## src/rtl/spi_sclk_gen.sv

```systemverilog
// SPI serial-clock generator: emits a burst of len SCLK periods at a programmable
// divisor in any CPOL/CPHA mode, with load/shift/sample strobes for the shift register.
//
// state  | meaning
// IDLE   | waiting for i_start_n low; cfg writes accepted; o_sclk parked at cpol
// ACTIVE | counting half periods and toggling o_sclk until edge 2*len
module spi_sclk_gen #(
    parameter int DIV_W = 8,
    parameter int LEN_W = 4
) (
    input  logic             i_clk,
    input  logic             i_rst_n,
    input  logic             i_cfg_we,
    input  logic [DIV_W-1:0] i_cfg_div,
    input  logic [LEN_W-1:0] i_cfg_len,
    input  logic             i_cfg_cpol,
    input  logic             i_cfg_cpha,
    input  logic             i_start_n,
    output logic             o_idle,
    output logic             o_sclk,
    output logic             o_load,
    output logic             o_shift,
    output logic             o_sample,
    output logic             o_done
);

    typedef enum logic {IDLE = 1'b0, ACTIVE = 1'b1} state_t;

    state_t           state_q, state_d;
    logic [DIV_W-1:0] div_q, div_eff, half_eff, half_q;
    logic [LEN_W-1:0] len_q, len_raw;
    logic [LEN_W:0]   len_eff, bits_q;
    logic             cpol_q, cpha_q, cpol_eff, cpha_eff;
    logic             cfg_take, start_go, edge_now, leading, last_edge;
    logic             sclk_d, load_d, shift_d, sample_d, idle_d, done_d;

    // A cfg write in the start cycle must shape that very burst, so the
    // incoming fields bypass the registers while IDLE.
    assign cfg_take = (state_q == IDLE) && i_cfg_we;
    assign start_go = (state_q == IDLE) && !i_start_n;
    assign div_eff  = cfg_take ? i_cfg_div  : div_q;
    assign len_raw  = cfg_take ? i_cfg_len  : len_q;
    assign cpol_eff = cfg_take ? i_cfg_cpol : cpol_q;
    assign cpha_eff = cfg_take ? i_cfg_cpha : cpha_q;

    assign half_eff = (div_eff < DIV_W'(2)) ? DIV_W'(1) : (div_eff >> 1);
    assign len_eff  = (len_raw == '0) ? {1'b1, {LEN_W{1'b0}}} : {1'b0, len_raw};

    // bits_q counts remaining SCLK periods; the edge type comes from the
    // current level, so len = 2**LEN_W fits in LEN_W+1 bits.
    assign edge_now  = (state_q == ACTIVE) && (half_q == '0);
    assign leading   = (o_sclk == cpol_q);
    assign last_edge = edge_now && !leading && (bits_q == (LEN_W+1)'(1));

    always_ff @(posedge i_clk) begin
        if (!i_rst_n) begin
            state_q <= IDLE;
        end else begin
            state_q <= state_d;
        end
    end

    always_comb begin
        state_d = state_q;
        case (state_q)
            IDLE:    if (!i_start_n) state_d = ACTIVE;
            ACTIVE:  if (last_edge)  state_d = IDLE;
            default: state_d = IDLE;
        endcase
    end

    always_comb begin
        sclk_d   = o_sclk;
        load_d   = 1'b0;
        shift_d  = 1'b0;
        sample_d = 1'b0;
        idle_d   = 1'b1;
        done_d   = 1'b0;
        case (state_q)
            IDLE: begin
                sclk_d = cpol_eff;
                load_d = !i_start_n;
                idle_d = i_start_n;
            end
            ACTIVE: begin
                idle_d = last_edge;
                done_d = last_edge;
                if (edge_now) begin
                    sclk_d = ~o_sclk;
                    if (leading) begin
                        sample_d = !cpha_q;
                        shift_d  = cpha_q;
                    end else begin
                        sample_d = cpha_q;
                        shift_d  = !cpha_q && !last_edge;
                    end
                end
            end
            default: ;
        endcase
    end

    always_ff @(posedge i_clk) begin
        if (!i_rst_n) begin
            div_q    <= DIV_W'(2);
            len_q    <= LEN_W'(8);
            cpol_q   <= 1'b0;
            cpha_q   <= 1'b0;
            half_q   <= '0;
            bits_q   <= '0;
            o_idle   <= 1'b1;
            o_sclk   <= 1'b0;
            o_load   <= 1'b0;
            o_shift  <= 1'b0;
            o_sample <= 1'b0;
            o_done   <= 1'b0;
        end else begin
            if (cfg_take) begin
                div_q  <= i_cfg_div;
                len_q  <= i_cfg_len;
                cpol_q <= i_cfg_cpol;
                cpha_q <= i_cfg_cpha;
            end
            if (start_go) begin
                half_q <= half_eff - DIV_W'(1);
                bits_q <= len_eff;
            end else if (state_q == ACTIVE) begin
                half_q <= edge_now ? (half_eff - DIV_W'(1)) : (half_q - DIV_W'(1));
                if (edge_now && !leading) begin
                    bits_q <= bits_q - (LEN_W+1)'(1);
                end
            end
            o_idle   <= idle_d;
            o_sclk   <= sclk_d;
            o_load   <= load_d;
            o_shift  <= shift_d;
            o_sample <= sample_d;
            o_done   <= done_d;
        end
    end

    logic unused_cpha;
    assign unused_cpha = cpha_eff;

endmodule

```

## config.mk

```make
export PLATFORM = sky130hd
export DESIGN_NAME = spi_sclk_gen
export DESIGN_NICKNAME = d
export VERILOG_FILES = /design/src/rtl/spi_sclk_gen.sv
export SDC_FILE = /design/constraint.sdc
export NUM_CORES = 1
export LEC_CHECK = 0
export CORE_MARGIN = 3
export CORE_UTILIZATION = 49
export DETAILED_ROUTE_END_ITERATION = 6
export GPL_ROUTABILITY_DRIVEN = 0
export PLACE_DENSITY_LB_ADDON = 0.12
export SKIP_CTS_REPAIR_TIMING = 1
export SLEW_MARGIN = 20
export SYNTH_ARGS = -nofsm -noshare
export SYNTH_HDL_FRONTEND = slang
export SYNTH_SLANG_ARGS = --single-unit
```

## constraint.sdc

```tcl
create_clock -name i_clk -period 2.45 [get_ports i_clk]
set_clock_uncertainty 0.05 [all_clocks]
set_input_delay 0.49 -clock i_clk [delete_from_list [all_inputs] [get_ports i_clk]]
set_output_delay 0.49 -clock i_clk [all_outputs]
set_load 0.005 [all_outputs]
```

After elaboration in Yosys (flattened, before gate mapping) --
Cells that the tools add are included.
Cells by class: add/subtract/negate cells 3, $mul 0, divide/modulo/power cells 0, order comparisons 1, equality and inequality tests 3, shift-type cells 0, multiplexer cells 19, bitwise gates (word level) 3, reduce and logical (&&, ||, !) cells 18
Operators by type and width (count):
- $mux W8 | 4
- $mux W5 | 4
- $logic_not A8 Y1 | 1
- $lt A8 B2 Y1 const B | 1
- $sub A7 B1 Y8 const B | 1
- $sub A8 B1 Y8 const B | 1
- $mux W7 | 1
- $logic_and A1 B1 Y1 | 6
- $mux W1 | 6
- $pmux W1 S2 | 3
- $eq A5 B1 Y1 const B | 1
- $sub A5 B1 Y5 const B | 1
- $logic_not A1 Y1 | 4
- $logic_not A4 Y1 | 1
- $mux W4 | 1
- $reduce_and A2 Y1 | 2
- $reduce_bool A2 Y1 | 2
- $not A1 Y1 | 3
- $reduce_and A3 Y1 | 1
- $ne A2 B1 Y1 const B | 1
- $reduce_or A2 Y1 | 1
- $eq A1 B1 Y1 | 1
Word-level totals: bits in registers 34, bits in latches 0, bits in writable memories 0, ROM bits 0, input bits 18, output and inout bits 6, memories kept 0

Logic depth before layout (Yosys ltp) --
depth after elaboration 9, gate-level depth with buffers 11

Least setup slack after synthesis --
OpenSTA, ideal clock, no wires.
path type input-to-reg, start point in i_cfg_we, end point reg half_q[2], library setup time 132 ps, data arrival time 2275 ps, data required time 2268 ps, setup slack -7 ps, stages on the path 11, cell sequence buf_2 nand2b_1 clkbuf_1 mux2i_1 nor2_1 a21oi_1 ha_1 xor2_1 a32oi_1 a2bb2oi_1 a21oi_1
On the way: cells in the longest elaborated chain, start to end 8
RTL lines:
- from (decl) | RTL line 13 | input logic i_cfg_we,
- $logic_and A1 B1 Y1 (*) | RTL line 39 | assign cfg_take = (state_q == IDLE) && i_cfg_we;
- $mux W8 (*)
- $lt A8 B2 Y1 | RTL line 46 | assign half_eff = (div_eff < DIV_W'(2)) ? DIV_W'(1) : (div_eff >> 1);
- $mux W7 (*) | RTL line 46
- $sub A7 B1 Y8 (*) | RTL line 125, 128
- $mux W8 | RTL line 128 | half_q <= edge_now ? (half_eff - DIV_W'(1)) : (half_q - DIV_W'(1));
- $mux W8 | RTL line 127 | end else if (state_q == ACTIVE) begin
- $mux W8 (*) | RTL line 124 | if (start_go) begin
- to (signal assigned) | RTL line 125 | half_q <= half_eff - DIV_W'(1);
- to (signal assigned) | RTL line 128
- to (decl) | RTL line 30 | logic [DIV_W-1:0] div_q, div_eff, half_eff, half_q;
Every way passes the cells marked *; elsewhere a longest branch is shown, timed or not. The select of a mux whose other input is x is not followed. A chain may end at the register's enable or synchronous reset.

Worst setup path after layout --
start point in i_cfg_div[7], end point reg half_q[4]
On the way: cells in the longest elaborated chain, start to end 7
RTL lines:
- from (decl) | RTL line 14 | input logic [DIV_W-1:0] i_cfg_div,
- $mux W8 (*)
- $lt A8 B2 Y1 (*) | RTL line 46
- $mux W7 (*) | RTL line 46
- $sub A7 B1 Y8 (*) | RTL line 125, 128
- $mux W8 | RTL line 128
- $mux W8 | RTL line 127
- $mux W8 (*) | RTL line 124
Marks and branches as above.

==> results.toml <==
[global_route]
global_route.usage.total = 0.208
globalRouteOverflowTotal = 0
grt_max_degree = 17
antenna_found_initial = 0
vias_in_the_first_global_route = 1595
first_pass_grt_wire_length_um = 6950

[placement]
post_dp_hpwl_um = 3300
placedInstanceArea_um2 = 2200
buffer_ports.inserted = 22

[critical_path]
critical_path_class = "input port to register"
cp_common_cell = "sky130_fd_sc_hd__a21oi_1"
crit_path_max_incr_delay_ns = 0.56
critical_path_peak_fanout = 4
cp_cell_sequence = "clkdlybuf4s50_1 > or4b_4 > o31ai_2 > a21oi_1 > ha_2 > buf_4 > buf_4 > a21oi_1 > a21oi_1 > o21ai_0"
cp-start-kind = "input port"
cp_data_required_time_ns = 2.66
sort_of_element_at_the_end_of_the_critical_path = "register"
worst_path_max_delay_cell = "sky130_fd_sc_hd__or4b_4"
critical_path.n_buffers_inverters = 3
worst_ep_arrival_time_ns = 2.53
delay_heaviest_family_cp = "buffers and inverters"

[synth]
most_used_standard_cell_by_instance_count_after_synthesis = "sky130_fd_sc_hd__dfxtp_1"
warnings_from_yosys = 0
synth_top_family_by_area = "simple AND/OR/NAND/NOR gates"
synth_async_sr_flop_share = 0
yosysTopAreaCellShare = 0.371
ys_top_cells_by_area = "sky130_fd_sc_hd__dfxtp_1, sky130_fd_sc_hd__mux2i_1, sky130_fd_sc_hd__nor2_1"
syn-num-nets = 236
post_synth_most_frequent_cells = "sky130_fd_sc_hd__dfxtp_1, sky130_fd_sc_hd__nor2_1, sky130_fd_sc_hd__a21oi_1"
synthDistinctLibCells = 50
synth_area_um2 = 1780
synth_sequential_area_ratio = 0.371
share_of_synthesized_cell_area_in_and_or_nand_and_nor_gates = 0.263
synth-xor-area-share = 0.0442
muxShareOfSynthArea = 0.0793
synth_top_flop_cell = "sky130_fd_sc_hd__dfxtp_1"
ys_ff_latch = 33
synth-compound-area-share = 0.177
synth_top_cell_by_area = "sky130_fd_sc_hd__dfxtp_1"
synthesized_instance_count = 214
post_synth_fa_ha_maj_area_fraction = 0.0281
synthesis.area_per_instance_um2 = 8.33
synth_enable_flop_cells = 0

[detailed_routing]
detail_route.iter0.violations = 100
routed-via-count = 1744
vias_per_cell = 5.70
wl_per_cell_um = 14.4
route.final.wire_length_um = 4420
drt_drc_violations_left = 0
first_pass_iters = 5
ant_nets = 0

[floorplanning]
coreArea_um2 = 3420
horizontal_die_dimension_um = 66.3
standard_cell_row_count = 21
die_h_um = 66.3
top_level_port_count = 24
initial_utilization = 0.522
design.die.area_um2 = 4400

[power_and_ir_drop]
cellPowerDensity_nw_per_um2 = 670
p_leak_nw = 0.975
ir_drop_v = 0.000334
total_power_mw = 1.55

[finish]
layout.nets = 281
stdcell_area_um2 = 2320
antenna_cells_inserted = 0
share_of_final_layout_standard_cells_stronger_than_drive_strength_1 = 0.177
layout-area-overhead-vs-synth_pct = 29.9

[status]
status = "finished clean"

[timing]
achievable-frequency_mhz = 431
timing.final.setup_violations = 0
setup_repair_after_global_routing_missed_its_margin = "false"
finalMaxSlewViolations = 0
final_min_period_over_clock_period = 0.946
post-route-min-period_ns = 2.32
worst_pin_slew_ns = 0.565
finalHoldViolations = 0
relSlewSlack = 0.618

[clock_network]
tritoncts = "done"
clock-root-buffer = "sky130_fd_sc_hd__clkbuf_4"
numCtsBuffers = 5
tritoncts_num_sinks = 33
path_clk_slew_ns = 0.10
clock_insertion_delay_worst_skew_ns = 0.34
cts-htree-levels = 2
cts-root-to-sink-buffers = 2

[flow_run]
number_of_max_cap_violations = 0

[worst_hold_path]
hp-class = "register to register"
-- worst paths after layout --
path	start	end	slack, ns	cells after the start
setup / recovery	i_cfg_div[7]	half_q[4]	0.13	10
setup reg to reg	half_q[0]	half_q[0]	0.27	7
hold / removal	len_q[2]	len_q[2]	0.41	2
hold reg to reg	len_q[2]	len_q[2]	0.41	2
-- report_power, final --
part           leakage (nW)  switching, mW  internal [mW]  total (mW)
logic                 0.658          0.245          0.236       0.481
clock network        0.0455          0.186          0.244       0.430
registers             0.272         0.0514          0.589       0.641
-- cells in the final DEF (no fill, tap or decap), types with 6 or more instances in the layout --
cell and n:
sky130_fd_sc_hd__nand3_1 6, sky130_fd_sc_hd__nor2_1 30, sky130_fd_sc_hd__mux2i_1 13, sky130_fd_sc_hd__dfxtp_1 33, sky130_fd_sc_hd__o21ai_0 7, sky130_fd_sc_hd__buf_4 26
sky130_fd_sc_hd__inv_1 7, sky130_fd_sc_hd__a21oi_1 18, sky130_fd_sc_hd__nand2_1 17, sky130_fd_sc_hd__clkdlybuf4s50_1 21, sky130_fd_sc_hd__nor3_1 8
-- layer usage --
| layer | track usage | wire [um] | up-vias |
|---|---|---|---|
| met4 | 0.0761 | 68 | 0 |
| met1 | 0.240 | 1860 | 801 |
| met5 | 0 | 0 | - |
| li1 | - | - | 867 |
| met3 | 0.0510 | 275 | 8 |
| met2 | 0.367 | 2220 | 68 |
-- logic make-up (layout without fill, tap and decap cells) --
family / Yosys count / after routing
buffers and inverters: 17 / 63
DFF: 33 / 33
adders and majority gates: 4 / 4
AOI/OAI and AO/OA: 48 / 48
xor gates and xnor gates: 9 / 9
muxes: 14 / 14
and+or+nand+nor: 89 / 89
-- metrics by stage --
stage | setup slack [ns] | cells | utilization | TNS [ns] | hold WS, ns
floorplan | 0.0244 | 214 | - | 0 | 0.386
global placement | -0.416 | 296 | 0.644 | -1.25 | 0.391
detailed placement | -0.445 | 296 | 0.644 | -1.37 | 0.397
CTS | -0.0727 | 304 | 0.669 | -0.0926 | 0.411
global route | 0.0672 | 306 | 0.678 | 0 | 0.449
finish | 0.132 | 306 | 0.678 | 0 | 0.408
-- layout make-up --
| cell class | count | area [um^2] |
|---|---|---|
| Inverter | 7 | 26.3 |
| Clock buffer | 7 | 55.1 |
| Sequential cell | 33 | 661 |
| Multi-Input combinational cell | 164 | 1070 |
| Tap cell | 46 | 57.6 |
| Clock inverter | 1 | 30.0 |
| Timing Repair Buffer | 48 | 418 |
| Fill cell | 299 | 1100 |
-- flip-flops by register name, indices dropped and copies added, names as in the netlist --
| signal | count |
|---|---|
| half_q | 8 |
| o_load | 1 |
| state_q | 1 |
| bits_q | 5 |
| div_q | 7 |
| o_shift | 1 |
| o_done | 1 |
| cpol_q | 1 |
| cpha_q | 1 |
| len_q | 4 |
| o_sample | 1 |
| o_sclk | 1 |
| o_idle | 1 |
-- tightest hold or removal path, cell delays in order, from the launching register on --
cell                      delay, ns
sky130_fd_sc_hd__dfxtp_1       0.32
sky130_fd_sc_hd__nand2_1       0.05
sky130_fd_sc_hd__a21oi_1       0.05
No activity file was read; power rests on OpenSTA's default activity.
